`config.mk`:
```
export PLATFORM = sky130hd
export DESIGN_NAME = traffic_phase_sched
export DESIGN_NICKNAME = d
export VERILOG_FILES = /design/src/rtl/traffic_phase_sched.sv
export SDC_FILE = /design/constraint.sdc
export NUM_CORES = 1
export LEC_CHECK = 0
export ABC_AREA = 1
export CORE_MARGIN = 3
export CORE_UTILIZATION = 55
export CTS_CLUSTER_DIAMETER = 100
export DETAILED_ROUTE_END_ITERATION = 8
export PLACE_DENSITY = 0.82
export SYNTH_ARGS = -nofsm -noshare
export SYNTH_HDL_FRONTEND = slang
export SYNTH_SLANG_ARGS = --single-unit
```
`constraint.sdc`:
```
create_clock -name i_clk -period 3 [get_ports i_clk]
set_input_delay 0.45 -clock i_clk [delete_from_list [all_inputs] [get_ports i_clk]]
set_output_delay 0.45 -clock i_clk [all_outputs]
set_load 0.02 [all_outputs]
```
`src/rtl/traffic_phase_sched.sv`:
```
// Two-road traffic phase scheduler with a pedestrian walk phase and a flash override.
// Road A is the rest road. All lamp outputs are decoded from the registered state.
//
// state | meaning
// AG    | road A green, B red
// AY    | road A yellow, B red
// AR1   | all-red clearance after A, heading to B or walk
// BG    | road B green, A red
// BY    | road B yellow, A red
// AR2   | all-red clearance after B (also the reset state)
// PED   | pedestrian walk, both roads red
// FLS   | flash mode, both lamps blink yellow/off
module traffic_phase_sched #(
  parameter int P_GMIN  = 4,
  parameter int P_GMAX  = 12,
  parameter int P_YEL   = 3,
  parameter int P_ARED  = 2,
  parameter int P_WALK  = 6,
  parameter int P_FLASH = 4
) (
  input  logic       i_clk,
  input  logic       i_rst,
  input  logic       i_traff_a,
  input  logic       i_traff_b,
  input  logic       i_ped,
  input  logic       i_flash,
  output logic [1:0] o_light_a,
  output logic [1:0] o_light_b,
  output logic       o_walk,
  output logic [2:0] o_state
);

  localparam logic [2:0] S_AG  = 3'd0;
  localparam logic [2:0] S_AY  = 3'd1;
  localparam logic [2:0] S_AR1 = 3'd2;
  localparam logic [2:0] S_BG  = 3'd3;
  localparam logic [2:0] S_BY  = 3'd4;
  localparam logic [2:0] S_AR2 = 3'd5;
  localparam logic [2:0] S_PED = 3'd6;
  localparam logic [2:0] S_FLS = 3'd7;

  localparam logic [1:0] L_OFF = 2'b00;
  localparam logic [1:0] L_RED = 2'b01;
  localparam logic [1:0] L_YEL = 2'b10;
  localparam logic [1:0] L_GRN = 2'b11;

  localparam logic [7:0] GMIN_TC  = 8'(P_GMIN - 1);
  localparam logic [7:0] GMAX_TC  = 8'(P_GMAX - 1);
  localparam logic [7:0] YEL_TC   = 8'(P_YEL - 1);
  localparam logic [7:0] ARED_TC  = 8'(P_ARED - 1);
  localparam logic [7:0] WALK_TC  = 8'(P_WALK - 1);
  localparam logic [7:0] FLASH_TC = 8'(P_FLASH - 1);

  logic [2:0] state;
  logic [2:0] state_nxt;
  logic [7:0] cnt;
  logic       ped_pend;
  logic       from_ar1;
  logic       flash_yel;
  logic [7:0] flash_cnt;
  logic       enter_ped;

  always_comb begin
    state_nxt = state;
    if (i_flash) begin
      state_nxt = S_FLS;
    end else begin
      case (state)
        S_AG:  if (cnt >= GMIN_TC && (i_traff_b || ped_pend) &&
                   (!i_traff_a || cnt == GMAX_TC))
                 state_nxt = S_AY;
        S_AY:  if (cnt == YEL_TC) state_nxt = S_AR1;
        S_AR1: if (cnt == ARED_TC) state_nxt = ped_pend ? S_PED : S_BG;
        S_BG:  if (cnt >= GMIN_TC && (!i_traff_b || ped_pend || cnt == GMAX_TC))
                 state_nxt = S_BY;
        S_BY:  if (cnt == YEL_TC) state_nxt = S_AR2;
        S_AR2: if (cnt == ARED_TC) state_nxt = ped_pend ? S_PED : S_AG;
        S_PED: if (cnt == WALK_TC) state_nxt = from_ar1 ? S_BG : S_AG;
        default: state_nxt = S_AR2;
      endcase
    end
  end

  assign enter_ped = (state_nxt == S_PED) && (state != S_PED);

  always_ff @(posedge i_clk) begin
    if (i_rst) begin
      state     <= S_AR2;
      cnt       <= 8'd0;
      ped_pend  <= 1'b0;
      from_ar1  <= 1'b0;
      flash_yel <= 1'b1;
      flash_cnt <= FLASH_TC;
    end else begin
      state <= state_nxt;
      if (state_nxt != state)
        cnt <= 8'd0;
      else if (cnt != 8'hFF)
        cnt <= cnt + 8'd1;

      // Entering the walk phase serves the pending request.
      if (enter_ped)
        ped_pend <= 1'b0;
      else if (i_ped && state != S_PED)
        ped_pend <= 1'b1;
      if (enter_ped)
        from_ar1 <= (state == S_AR1);

      // Flash phase sits preloaded at yellow until FLS is entered.
      if (state != S_FLS) begin
        flash_yel <= 1'b1;
        flash_cnt <= FLASH_TC;
      end else if (flash_cnt == 8'd0) begin
        flash_yel <= ~flash_yel;
        flash_cnt <= FLASH_TC;
      end else begin
        flash_cnt <= flash_cnt - 8'd1;
      end
    end
  end

  always_comb begin
    o_light_a = L_RED;
    o_light_b = L_RED;
    o_walk    = 1'b0;
    case (state)
      S_AG:  o_light_a = L_GRN;
      S_AY:  o_light_a = L_YEL;
      S_BG:  o_light_b = L_GRN;
      S_BY:  o_light_b = L_YEL;
      S_PED: o_walk    = 1'b1;
      S_FLS: begin
        o_light_a = flash_yel ? L_YEL : L_OFF;
        o_light_b = flash_yel ? L_YEL : L_OFF;
      end
      default: ;
    endcase
  end

  assign o_state = state;

endmodule
```
=== Word-level counts from Yosys, hierarchy flattened ===
Cells that the tools add are included.

* Latch bits: 0
* Memories kept: 0
* Logic and storage cells: 59
* Memory bits (read-only): 0
* Memory bits (writable): 0
* Register bits after elaboration: 22
* Input bits: 6
* Output and inout bits: 8

* Divide/modulo/power cells: 0
* Add/subtract/negate cells: 2
* $mul: 0
* $lt $le $gt $ge: 1
* Shifts and indexed selects: 0
* Equality and inequality tests: 16
* Bitwise gates (word level): 1
* Reduce and logical (&&, ||, !) cells: 17
* Muxes and demuxes: 16

{| class="wikitable"
|+ Operator list
! operator !! count
|-
| $mux W3 || 10
|-
| $pmux W3 S7 || 1
|-
| $eq A3 B3 Y1 const B || 5
|-
| $pmux W2 S3 || 2
|-
| $add A8 B1 Y8 const B || 1
|-
| $eq A8 B1 Y1 const B || 1
|-
| $eq A8 B2 Y1 const B || 1
|-
| $eq A8 B3 Y1 const B || 1
|-
| $eq A8 B4 Y1 const B || 1
|-
| $ge A8 B2 Y1 const B || 1
|-
| $logic_not A8 Y1 || 1
|-
| $ne A8 B8 Y1 const B || 1
|-
| $sub A8 B1 Y8 const B || 1
|-
| $eq A3 B2 Y1 const B || 2
|-
| $ne A3 B3 Y1 const B || 2
|-
| $reduce_or A2 Y1 || 3
|-
| $logic_and A1 B1 Y1 || 5
|-
| $logic_or A1 B1 Y1 || 4
|-
| $mux W2 || 2
|-
| $eq A3 B1 Y1 const B || 1
|-
| $logic_not A3 Y1 || 1
|-
| $ne A3 B3 Y1 || 1
|-
| $reduce_or A3 Y1 || 1
|-
| $logic_not A1 Y1 || 2
|-
| 2 further kinds || 2
|}

=== Longest topological paths before layout ===
* Depth in word-level cells: 10
* Gate-level depth with buffers: 14
* Mapped depth without buffers: 14

=== Worst setup path after synthesis ===
No wires, ideal clock.

* Path kind: reg2reg
* From: register state[2], in the netlist o_state[2]
* To: register cnt[0]
* Setup time: 0.065 ns
* Stages on the path, launching flop included: 12
* Path slack: 1.246 ns
* Period minus slack after synthesis: 1.754 ns
* Data arrival time: 1.689 ns
* Buffers on the path: 1
* Cells stage by stage: dfxtp_1 -> buf_4 -> inv_2 -> nor2_2 -> inv_2 -> nor2_1 -> nor2_1 -> nand3_1 -> nor2_1 -> nor2_1 -> nand3_4 -> nor2_1

* Cells in the longest elaborated chain, start to end: 5

{| class="wikitable"
|+ RTL lines
! element !! RTL line !! source
|-
| from (decl) || 54 || <nowiki>logic [2:0] state;</nowiki>
|-
| from (signal assigned) || 95 || <nowiki>state <= state_nxt;</nowiki>
|-
| $eq A3 B3 Y1, or another cell as far along || 68 || <nowiki>case (state)</nowiki>
|-
| $pmux W3 S7 || 68 ||
|-
| $mux W3 || 65 || <nowiki>if (i_flash) begin</nowiki>
|-
| $ne A3 B3 Y1 * || 96 || <nowiki>if (state_nxt != state)</nowiki>
|-
| $reduce_or A2 Y1 (no line) * || -- ||
|-
| to (signal assigned) || 99 || <nowiki>cnt <= cnt + 8'd1;</nowiki>
|-
| to (decl) || 56 || <nowiki>logic [7:0] cnt;</nowiki>
|}

Mark *: on every way between the ends. The rest lies on a longest branch, timed or not.
A chain may end at the register's enable or synchronous reset.

=== Worst setup path in the final report ===
* From: register state[2], in the netlist o_state[2]
* To: output port o_light_a[1]

* Cells in the longest elaborated chain, start to end: 2

{| class="wikitable"
|+ RTL lines
! element !! RTL line !! source
|-
| $eq A3 B3 Y1, or another cell as far along || 126 || <nowiki>case (state)</nowiki>
|-
| $pmux W2 S3 * || 126 ||
|-
| to (decl) || 27 || <nowiki>output logic [1:0] o_light_a,</nowiki>
|}

Marks and branches as above.

==> results.md <==
- RSZ-0062 raised after global routing: false
- Setup WS post-layout: 0.6963 ns
- Pwr/cell area: 434.6 mW/mm^2
- First-pass GRT wire length: 5126 um
- Clock-pin slew on the worst setup and hold paths: 0.12 ns
- DRT Pass-1 Iters: 4
- Ys Warns: 0
- Crit start category: flip-flop
- Nets: 240
- # diodes: 0
- Die height: 55.73 um
- Max Slew Vio Count: 0
- EDFF count, synth: 0
- Register area share after synthesis: 0.3238
- H-tree depth: 1
- Tcrit/Tclk final: 0.7679
- Count leader, synth: nand2_1
- Drt drc: 0
- WP data required: approximately 2.6 ns
- Largest net degree at the start of global routing: 14
- Worst slew pin tran: approximately 0.44 ns
- Drt total wl: 2914 um
- Crit path time final: 2.304 ns
- Drt via density: 5.319
- Yosys top cell area share: 0.3238
- Pre-CTS setup slack: ~0.94 ns
- Max stage delay on crit path: 0.62 ns
- Core Region: approximately 0.0023 mm^2
- Number of max-cap violations: 0
- Hold_buf cts: 0
- Dominant synthesized flop cell: dfxtp_1
- Initial antenna violation count: 0
- Vias post-DR: 1367
- Leakage: 0.0006967 uW
- CTS tree: yes
- Skew-Pair Late Insertion Delay: between 0.3 and 0.4 ns
- TritonCTS Buffers: 3
- Fmax: 434.1 MHz
- Starting Density: 0.5976
- Clk sinks: 22
- Post-synthesis cell type count: 23
- Ys async rst share: 0
- Worst min path class: reg2reg
- Syn avg cell area: 6.385 um^2
- CTS max path bufs: 2
- Critical path data arrival time: about 1.9 ns
- DRT iter0 DRCs: about 70
- Slowest CP cell: clkdlybuf4s50_1
- Vias in the first global route: 1261
- Num ports: 14
- Synth Net Count: 223
- CP Capture Type: output pin
- Root Buffer: clkbuf_4
- Final Setup Violations: 0
- Share of layout cells above drive strength 1: 0.09607
- PortBufs: 13
- Die X: 55.73 um
- Placement Rows: 17
- Yosys top cell by area: dfxtp_1
- Post-synth top cells: nand2_1, nor2_1, inv_1, dfxtp_1, nand3_1
- Kind of critical path: reg2out
- Resized Gates After CTS: 0
- Clock skew: 0.003029 ns
- Outcome: completed
- Area growth, synth to finish: 15.46%
- Grt ovf: 0
- Die ar.: 0.003105 mm^2
- Hpwl dp: approximately 2500 um
- Post-synthesis register bit count: 22
- Postcts setup bufs: 0
- Critical path fanouts, max: 9
- Rel. slew slack: 0.7059
- Final Wtd Congestion: 1.006
- Endpoints failing hold: 0
- Setup_tns: 0 ns
- Peak supply drop: between 0.0004 and 0.0005 V
- Mapped cell area: 0.001360 mm^2
- Mapped Cells: 213
- WL per Instance: 11.34 um
- Post-route ant nets: 0
- Cells along the critical path: nand3_1, inv_1, nand2_1, o21ai_0, clkdlybuf4s50_1
- GRT Resource Usage Total: 0.2006
- Main area contributors after synthesis: dfxtp_1, nand2_1, nor2_1, inv_1, nand3_1
==> worst max-delay path: cells and delay by family, from the launching register on <==
kind | cells | cell delay (ns)
buffers and inverters | 2 | 0.72
and+or+nand+nor | 2 | 0.24
DFF | 1 | 0.51
AOI/OAI and AO/OA | 1 | 0.07
==> worst paths after layout <==
path / depth (start not counted) / slack [ns] / from / end
setup / recovery: 5 / 0.70 / o_state[2] / o_light_a[1]
hold / removal: 1 / 0.42 / flash_cnt[0] / flash_cnt[0]
setup reg to reg: 13 / 1.10 / cnt[1] / cnt[4]
hold reg to reg: 1 / 0.42 / flash_cnt[0] / flash_cnt[0]
==> power by group <==
group | switching [uW] | total, uW | internal [uW]
sequential | 11.6 | 313 | 301
clock | 88.2 | 223 | 135
combinational | 89.1 | 146 | 57.2
total | 189 | 682 | 494
==> per-stage QoR <==
step	hold slack [ns]	power [uW]	utilization	instances	area, um^2
finish	0.4164	682.5	0.6899	257	1570
global route	0.4309	713.7	0.6899	257	1570
CTS	0.4138	687.1	0.6899	257	1570
detailed placement	0.3845	464.5	0.6669	253	1518
global placement	0.3751	461.0	0.6669	253	1518
floorplan	0.3655	415.4	-	213	1360
==> kinds of logic (layout without fill, tap and decap cells) <==
kind of cell             count (synthesis)  after routing  share of synthesized area
AO/OA/AOI/OAI                           22             22                    0.08095
adder cells (fa/ha/maj)                  4              4                    0.03680
AND/OR/NAND/NOR                        123            123                     0.4177
buffers and inverters                   36             52                     0.1021
flip-flops                              22             22                     0.3238
XOR/XNOR                                 6              6                    0.03864
==> layout by cell type (no fill, tap or decap) <==
cell	netlist	layout
nand2_4	1	1
nand2_2	2	2
nand3_1	18	18
clkdlybuf4s50_1	0	13
nand2_1	48	48
nand4_1	6	6
bufinv_16	0	1
nor2_1	32	32
clkbuf_4	0	3
nand3_4	1	1
o21ai_0	11	11
nor3_1	1	1
xor2_1	5	5
a21oi_1	8	8
dfxtp_1	22	22
inv_2	5	5
o21ai_1	3	3
xnor2_1	1	1
nor2_2	6	6
inv_1	30	30
ha_1	4	4
nand3b_1	2	2
or2_2	2	2
nor4_1	3	3
nand3_2	1	1
==> state kept, by name (all words and copies together) (netlist names) <==
name and flops:
ped_pend 1, o_state 3, flash_cnt 8, cnt 8, flash_yel 1, from_ar1 1
==> per-layer routing <==
layer  GRT usage  vias to the layer above  wire, um
li1            -                      710         -
met1      0.2433                      623      1333
met2      0.3480                       25      1406
met3     0.03016                        9       100
met4     0.08681                        0        73
met5           0                        -         0
==> layout make-up <==
cell class,instances,area (um^2)
clock inverter,1,30.03
clock buffer,3,22.52
multi-input combinational,155,780.7
tap,28,35.03
sequential,22,440.4
timing repair buffer,13,130.1
inverter,35,131.4
fill,199,705.7
Power figures use the tool's default switching activity.
